### config.mk
export PLATFORM = sky130hd
export DESIGN_NAME = adder_bist_ctrl
export DESIGN_NICKNAME = d
export VERILOG_FILES = /design/src/rtl/adder_bist_pkg.sv /design/src/rtl/adder_bist_ctrl_misr.sv /design/src/rtl/adder_bist_ctrl.sv
export SDC_FILE = /design/constraint.sdc
export NUM_CORES = 1
export LEC_CHECK = 0
export ABC_AREA = 1
export BUFFER_PORTS_ARGS = -buffer_cell sky130_fd_sc_hd__buf_2
export CORE_UTILIZATION = 55
export CTS_CLUSTER_SIZE = 8
export DETAILED_ROUTE_END_ITERATION = 12
export GPL_TIMING_DRIVEN = 0
export PLACE_DENSITY_LB_ADDON = 0.12
export SETUP_SLACK_MARGIN = 0.1
export SYNTH_ARGS = -nofsm -noshare
export SYNTH_HDL_FRONTEND = slang
export SYNTH_HIERARCHICAL = 1
export SYNTH_SLANG_ARGS = --single-unit
### constraint.sdc
create_clock -name clk -period 2.7 [get_ports clk]
set_clock_uncertainty 0.1 [all_clocks]
set_input_delay 0 -clock clk [delete_from_list [all_inputs] [get_ports clk]]
set_output_delay 0 -clock clk [all_outputs]
set_load 0.01 [all_outputs]
### src/rtl/adder_bist_pkg.sv
`default_nettype none
// ============================================================================
// Module : adder_bist_pkg
// Brief  : Shared types, deterministic vectors and polynomial taps for the
//          16-bit adder BIST sequencer.
// Rev    : 1.0
// ============================================================================
package adder_bist_pkg;

    typedef enum logic [2:0] {
        IDLE  = 3'd0,
        DET   = 3'd1,
        PRPG  = 3'd2,
        CHECK = 3'd3,
        DONE  = 3'd4
    } state_t;

    // Fibonacci taps for x^32+x^22+x^2+x+1 and x^17+x^14+1
    localparam logic [31:0] LFSR_TAPS = 32'h8020_0003;
    localparam logic [16:0] MISR_TAPS = 17'h1_2000;

    localparam logic [3:0]  FAIL_SIG  = 4'h8;
    localparam logic [3:0]  FAIL_NONE = 4'hF;
    localparam logic [2:0]  DET_LAST  = 3'd7;

    // {a, b, cin}
    function automatic logic [32:0] det_operands(input logic [2:0] idx);
        logic [32:0] v;
        case (idx)
            3'd0:    v = {16'h0000, 16'h0000, 1'b0};
            3'd1:    v = {16'h0000, 16'hFFFF, 1'b0};
            3'd2:    v = {16'h0000, 16'hFFFF, 1'b1};
            3'd3:    v = {16'hFFFF, 16'h0000, 1'b0};
            3'd4:    v = {16'hFFFF, 16'h0000, 1'b1};
            3'd5:    v = {16'hFFFF, 16'hFFFF, 1'b1};
            3'd6:    v = {16'h5555, 16'h5555, 1'b0};
            default: v = {16'hAAAA, 16'hAAAA, 1'b1};
        endcase
        return v;
    endfunction

    // {cout, sum}
    function automatic logic [16:0] det_expected(input logic [2:0] idx);
        logic [16:0] v;
        case (idx)
            3'd0:    v = {1'b0, 16'h0000};
            3'd1:    v = {1'b0, 16'hFFFF};
            3'd2:    v = {1'b1, 16'h0000};
            3'd3:    v = {1'b0, 16'hFFFF};
            3'd4:    v = {1'b1, 16'h0000};
            3'd5:    v = {1'b1, 16'hFFFF};
            3'd6:    v = {1'b0, 16'hAAAA};
            default: v = {1'b1, 16'h5555};
        endcase
        return v;
    endfunction

    function automatic logic [31:0] lfsr_step(input logic [31:0] lfsr);
        return {lfsr[30:0], ^(lfsr & LFSR_TAPS)};
    endfunction

    function automatic logic [32:0] prpg_operands(input logic [31:0] lfsr);
        return {lfsr, lfsr[31] ^ lfsr[0]};
    endfunction

endpackage
`default_nettype wire

### src/rtl/adder_bist_ctrl_misr.sv
`default_nettype none
// ============================================================================
// Module : bist_misr17
// Brief  : 17-bit multiple-input signature register with clear and enable.
// Rev    : 1.0
// ============================================================================
module bist_misr17
    import adder_bist_pkg::*;
(
    input  logic        clk,
    input  logic        rst,
    input  logic        i_clr,
    input  logic        i_en,
    input  logic [16:0] i_data,
    output logic [16:0] o_sig
);

    logic [16:0] r_misr;
    logic        w_fb;

    assign w_fb  = ^(r_misr & MISR_TAPS);
    assign o_sig = r_misr;

    always_ff @(posedge clk) begin
        if (!rst) begin
            r_misr <= '0;
        end else if (i_clr) begin
            r_misr <= '0;
        end else if (i_en) begin
            r_misr <= {r_misr[15:0], w_fb} ^ i_data;
        end
    end

endmodule
`default_nettype wire

### src/rtl/adder_bist_ctrl.sv
`default_nettype none
// ============================================================================
// Module : adder_bist_ctrl
// Brief  : BIST sequencer for adder16: deterministic vectors, then LFSR
//          patterns compacted into a MISR and compared with a golden signature.
// Rev    : 1.0
// ============================================================================
module adder_bist_ctrl
    import adder_bist_pkg::*;
#(
    parameter int          WIDTH        = 16,
    parameter int          NUM_PATTERNS = 256,
    parameter logic [31:0] LFSR_SEED    = 32'hACE1_0001
) (
    input  logic             clk,
    input  logic             rst,
    input  logic             bist_en,
    input  logic             start,
    input  logic [WIDTH-1:0] x,
    input  logic [WIDTH-1:0] y,
    input  logic             c0,
    input  logic [16:0]      golden_sig,
    output logic [WIDTH-1:0] adder_a,
    output logic [WIDTH-1:0] adder_b,
    output logic             adder_cin,
    input  logic [WIDTH-1:0] adder_sum,
    input  logic             adder_cout,
    output logic             busy,
    output logic             done,
    output logic             pass,
    output logic [3:0]       fail_idx,
    output logic [16:0]      signature
);

    localparam logic [15:0] C_LAST_PAT = 16'(NUM_PATTERNS - 1);

    state_t           r_state;
    logic [WIDTH-1:0] r_a;
    logic [WIDTH-1:0] r_b;
    logic             r_cin;
    logic [2:0]       r_vec_cnt;
    logic [15:0]      r_pat_cnt;
    logic [31:0]      r_lfsr;
    logic             r_busy;
    logic             r_done;
    logic             r_pass;
    logic [3:0]       r_fail_idx;

    logic [16:0]      w_resp;
    logic [16:0]      w_sig;
    logic             w_launch;
    logic             w_misr_en;

    assign w_resp    = {adder_cout, adder_sum};
    assign w_launch  = bist_en && start && (r_state == IDLE || r_state == DONE);
    assign w_misr_en = bist_en && (r_state == PRPG);

    bist_misr17 u_misr (
        .clk    (clk),
        .rst    (rst),
        .i_clr  (w_launch),
        .i_en   (w_misr_en),
        .i_data (w_resp),
        .o_sig  (w_sig)
    );

    always_ff @(posedge clk) begin
        if (!rst) begin
            r_state    <= IDLE;
            r_a        <= '0;
            r_b        <= '0;
            r_cin      <= 1'b0;
            r_vec_cnt  <= '0;
            r_pat_cnt  <= '0;
            r_lfsr     <= LFSR_SEED;
            r_busy     <= 1'b0;
            r_done     <= 1'b0;
            r_pass     <= 1'b0;
            r_fail_idx <= FAIL_NONE;
        end else if (!bist_en) begin
            r_state <= IDLE;
            {r_a, r_b, r_cin} <= {x, y, c0};
            r_busy  <= 1'b0;
            r_done  <= 1'b0;
            r_pass  <= 1'b0;
        end else begin
            case (r_state)
                IDLE, DONE: begin
                    if (start) begin
                        r_state    <= DET;
                        {r_a, r_b, r_cin} <= det_operands(3'd0);
                        r_vec_cnt  <= '0;
                        r_lfsr     <= LFSR_SEED;
                        r_fail_idx <= FAIL_NONE;
                        r_busy     <= 1'b1;
                        r_done     <= 1'b0;
                        r_pass     <= 1'b0;
                    end else begin
                        {r_a, r_b, r_cin} <= {x, y, c0};
                    end
                end
                DET: begin
                    // Only the first failing vector is recorded; the run continues.
                    if (w_resp != det_expected(r_vec_cnt) && r_fail_idx == FAIL_NONE) begin
                        r_fail_idx <= {1'b0, r_vec_cnt};
                    end
                    if (r_vec_cnt == DET_LAST) begin
                        r_state   <= PRPG;
                        {r_a, r_b, r_cin} <= prpg_operands(r_lfsr);
                        r_lfsr    <= lfsr_step(r_lfsr);
                        r_pat_cnt <= '0;
                    end else begin
                        r_vec_cnt <= r_vec_cnt + 3'd1;
                        {r_a, r_b, r_cin} <= det_operands(r_vec_cnt + 3'd1);
                    end
                end
                PRPG: begin
                    {r_a, r_b, r_cin} <= prpg_operands(r_lfsr);
                    r_lfsr <= lfsr_step(r_lfsr);
                    if (r_pat_cnt == C_LAST_PAT) begin
                        r_state <= CHECK;
                    end else begin
                        r_pat_cnt <= r_pat_cnt + 16'd1;
                    end
                end
                CHECK: begin
                    if (w_sig != golden_sig && r_fail_idx == FAIL_NONE) begin
                        r_fail_idx <= FAIL_SIG;
                    end
                    r_pass  <= (r_fail_idx == FAIL_NONE) && (w_sig == golden_sig);
                    r_busy  <= 1'b0;
                    r_done  <= 1'b1;
                    r_state <= DONE;
                end
                default: begin
                    r_state <= IDLE;
                    r_busy  <= 1'b0;
                    r_done  <= 1'b0;
                    r_pass  <= 1'b0;
                end
            endcase
        end
    end

    assign adder_a   = r_a;
    assign adder_b   = r_b;
    assign adder_cin = r_cin;
    assign busy      = r_busy;
    assign done      = r_done;
    assign pass      = r_pass;
    assign fail_idx  = r_fail_idx;
    assign signature = w_sig;

endmodule
`default_nettype wire

==> reports/qor_table.md <==
| Step | Metric | Reported |
| --- | --- | --- |
| clock tree | Insertion delay to the later sink of the worst-skew pair | 0.39 ns |
| yosys | Portion of netlist area occupied by mux cells | 0% |
| floorplanning | Floorplan die area | 11400 um^2 |
| detailed routing | Vias | 6540 |
| clock tree | Number of H-tree levels | 3 |
| yosys | Post-synthesis compound-gate area fraction | 21.2% |
| yosys | Proportion of synthesized chip area in sequential cells | 36.8% |
| floorplanning | Floorplan Core Area | 10500 um^2 |
| placed design | Area post-placement | 6850 um^2 |
| timing | RSZ-0062 raised after global routing | yes |
| yosys | Count of state elements after synthesis | 111 |
| yosys | Post-synthesis cell type count | 43 |
| layout | Fraction of final layout cells with drive strength greater than 1 | 19.5% |
| detailed routing | Mean number of vias per cell | 5.47 |
| min path | HP Class | in2reg |
| critical path | Critical path start-end classification | reg2reg |
| yosys | Commonest cells post-synth | nand2_1, dfxtp_1, nor2_1 |
| yosys | Average cell area after synthesis | 7.00 um^2 |
| layout | Final nets | 1134 |
| grt | Global router's overall resource usage | 31.8% |
| yosys | Post-synthesis instance area | 6040 um^2 |
| floorplanning | Count of standard-cell rows | 37 |
| yosys | Cell type contributing the most total cell area after synthesis | dfxtp_1 |
| critical path | Element type at the critical path end | flip-flop |
| critical path | Critical path startpoint | r_vec_cnt[0]$_SDFFE_PN0P_ |
| timing | Sum of negative setup slack | 0 ns |
| detailed routing | Wire length after detailed routing | 17500 um |
| layout | Layout-stage area growth over the synthesis result | 25.8% |
| layout | Post-route core utilization | 72.3% |
| power | Leakage power of the design | 0.00347 uW |
| detailed routing | Initial drt markers | 471 |
| yosys | Combinational family with the most area after synthesis | simple AND/OR/NAND/NOR gates |
| detailed routing | Number of antenna-violating nets in the routed design | 0 |
| critical path | CP max-delay cell | dfxtp_1 |
| critical path | Launching element type of the critical path | flip-flop |
| placed design | Routability congestion estimate from global placement | 0.920 |
| run | Max-cap violations | 0 |
| critical path | Crit path DAT | 2.63 ns |
| floorplanning | Width of the die | 107 um |
| detailed routing | First-pass iteration count of the detailed router | 7 |
| critical path | Slowest stage delay, CP | 0.37 ns |
| floorplanning | Vertical extent of the die | 107 um |
| placed design | I/O Buffers | 127 |
| yosys | Synth Area in Simple Gates | 25.6% |
| timing | Worst slew margin relative to its limit | 54.4% |
| outcome | Result of the run | complete, no violations |
| yosys | Most used DFF post-synth | dfxtp_1 |
| power | Pwr dens | 483 nW/um^2 |
| floorplanning | Number of primary I/O pins | 128 |
| critical path | Series of cell instances along the critical path | ha_1, ha_1, inv_1, or2_2, o21ai_0, a31oi_2, nand2_1, inv_1, o21ai_0, a21oi_1 |
| min path | Startpoint of the worst hold path | bist_en |
| placed design | Detailed Place HPWL | 12200 um |
| timing | Share of the cycle needed by the critical path after routing | 90.3% |
| grt | Total overflow reported by the global router | 0 |
| layout | Number of filler instances in the final layout | 893 |
| clock tree | Number of sinks on the clock net | 111 |
| yosys | Share of synthesized registers carrying an async set or reset | 0% |
| clock tree | TritonCTS buffer count | 9 |
| clock tree | Clock-pin slew reported for the worst setup and hold paths after clock tree synthesis | 0.13 ns |
| yosys | Area share of the largest cell type after synthesis | 36.8% |
| yosys | Fraction of synthesized cell area in xor and xnor cells | 5.36% |
| critical path | Launch instance of the worst register-to-register path | r_vec_cnt[0]$_SDFFE_PN0P_ |
| timing | Maximum operating frequency | 410 MHz |
| power | IR drop worst, VDD | 0.413 mV |
| timing | Shortest clock period the worst path allows after layout | 2.44 ns |
| timing | Worst-margin pin slew | 0.684 ns |
| power | Final total power | 3670 uW |
| clock tree | Clock tree from TritonCTS | done |
| yosys | Number of synthesized flops with an enable pin | 0 |
| timing | Final number of setup-violating endpoints | 0 |
| grt | Global-route wire length before repair | 28900 um |
| detailed routing | Average wire per standard cell | 14.7 um |
| critical path | Worst-path maximum fanout | 7 |
| yosys | Synth area leaders | dfxtp_1, nand2_1, a21oi_1 |
| grt | Initial antenna violation count | 0 |
| layout | Total inserted antenna cells | 0 |
| clock tree | Setup bufs post-CTS | 0 |
| yosys | Fraction of the mapped netlist area in adder cells | 1.86% |
| clock tree | Buffer type at the clock tree root | clkbuf_8 |
| detailed routing | Post-route DRC | 0 |
| grt | Via count of the first global-routing pass | 6104 |
| yosys | Post-synthesis net count | 944 |
| critical path | Data required time at the worst endpoint | 2.89 ns |
| timing | Number of hold-slack violations in the final timing report | 0 |
| yosys | Cells after synthesis | 864 |
| yosys | Warning count from the yosys run | 6 |
| floorplanning | Effective utilization at floorplan | 57.5% |
| yosys | Cell with the most instances after synthesis | nand2_1 |
| timing | Final number of max-transition violations | 0 |
| layout | Area of all placed cells without fillers | 7600 um^2 |
| clock tree | Buffers from clock root to sink, at most | 2 |
| grt | Largest net degree at the start of global routing | 24 |
==> report_power, final <==
group	internal (uW)	total (uW)	switching [uW]
Sequential	1720	1780	60.4
Clock	385	1060	675
Combinational	329	834	506
==> worst paths after layout <==
path / end / slack [ns] / depth (start not counted)
max: adder_a[0]$_SDFFE_PN0P_ / 0.26 / 10
min: fail_idx[3]$_SDFFE_PN1P_ / 0.06 / 5
max reg2reg: adder_a[0]$_SDFFE_PN0P_ / 0.26 / 10
min reg2reg: done$_SDFFE_PN0P_ / 0.37 / 2
==> final cells by class <==
class / instances / area, um^2 / area share (%)
plain buffers: 34 / 198 / 2.60
clock buffers: 9 / 124 / 1.63
clock inverters: 7 / 93.8 / 1.23
inverters: 95 / 359 / 4.72
multi-input cells: 624 / 3280 / 43.1
flip-flops and latches: 111 / 2220 / 29.2
well taps: 136 / 170 / 2.24
repair buffers: 179 / 1160 / 15.2
==> routing by layer <==
layer  GRT usage (%)  share of wire (%)  vias up
met5               0                  0        -
met4            12.1                2.7        0
met3            5.71                7.2       52
met2            53.8                 48      284
met1            40.2                 42     2985
li1                -                  -     3219
==> kinds of logic after synthesis <==
kind of cell | count (synthesis)
buffers and inverters | 129
AOI/OAI and AO/OA | 229
and+or+nand+nor | 349
adders and majority gates | 9
DFF | 111
xor gates and xnor gates | 37
==> stage by stage <==
| step | std cells | setup WS [ns] | hold WS, ns |
|---|---|---|---|
| 4_1_cts | 1195 | 0.178 | 0.0395 |
| 3_5_place_dp | 1127 | 0.200 | 0.172 |
| 5_1_grt | 1195 | 0.0541 | 0.0869 |
| 6_report | 1195 | 0.261 | 0.0572 |
| 2_1_floorplan | 864 | 0.738 | 0.0472 |
| 3_3_place_gp | 1127 | 0.242 | 0.166 |
==> registers in the layout, indices dropped and copies added (netlist names) <==
register	flops
adder_cin	1
pass	1
done	1
r_lfsr	32
adder_b	16
busy	1
adder_a	16
fail_idx	4
r_state	3
u_misr/o_sig	17
r_pat_cnt	16
r_vec_cnt	3
==> worst max-delay path: cells and delay by family, from the launching register on <==
family                     cells  cell delay (ns)
AOI/OAI and AO/OA              4             0.77
adders and majority gates      2             0.53
buffers and inverters          2             0.19
DFF                            1             0.37
and+or+nand+nor                2             0.38
==> timing repair <==
action                                 CTS  global route
endpoints found under the hold margin   56             0
hold buffers                            52             0
resized for setup                        0             3
setup endpoints to repair                0            10
==> cell usage in the layout, fill, tap and decap left out, types with 2 or more instances in the layout <==
| cell type | netlist | routed |
|---|---|---|
| xor2_1 | 28 | 28 |
| nand4_1 | 5 | 5 |
| nor3_4 | 2 | 2 |
| a21oi_2 | 9 | 10 |
| o211ai_1 | 4 | 4 |
| nor2_4 | 3 | 3 |
| nor2_1 | 108 | 107 |
| nor4_1 | 3 | 3 |
| clkinv_8 | 0 | 3 |
| nand2_2 | 6 | 6 |
| a22oi_1 | 2 | 2 |
| inv_2 | 10 | 10 |
| nand2_4 | 5 | 5 |
| clkbuf_8 | 0 | 9 |
| xnor2_1 | 9 | 9 |
| inv_6 | 0 | 2 |
| dfxtp_1 | 111 | 111 |
| inv_1 | 83 | 83 |
| o21bai_1 | 3 | 3 |
| o21ai_1 | 14 | 14 |
| a211oi_1 | 5 | 5 |
| o22ai_1 | 8 | 8 |
| a31oi_1 | 5 | 4 |
| a21oi_1 | 99 | 98 |
| dlygate4sd3_1 | 0 | 52 |
| o21ai_0 | 72 | 72 |
| buf_2 | 10 | 137 |
| a221oi_1 | 5 | 5 |
| nor3_1 | 6 | 6 |
| nand3_1 | 54 | 54 |
| ha_1 | 9 | 9 |
| nand2_1 | 150 | 150 |
| nor2_2 | 2 | 3 |
| buf_6 | 4 | 4 |
| clkbuf_1 | 18 | 18 |
Note: power is estimated with default switching activity, not from simulation.
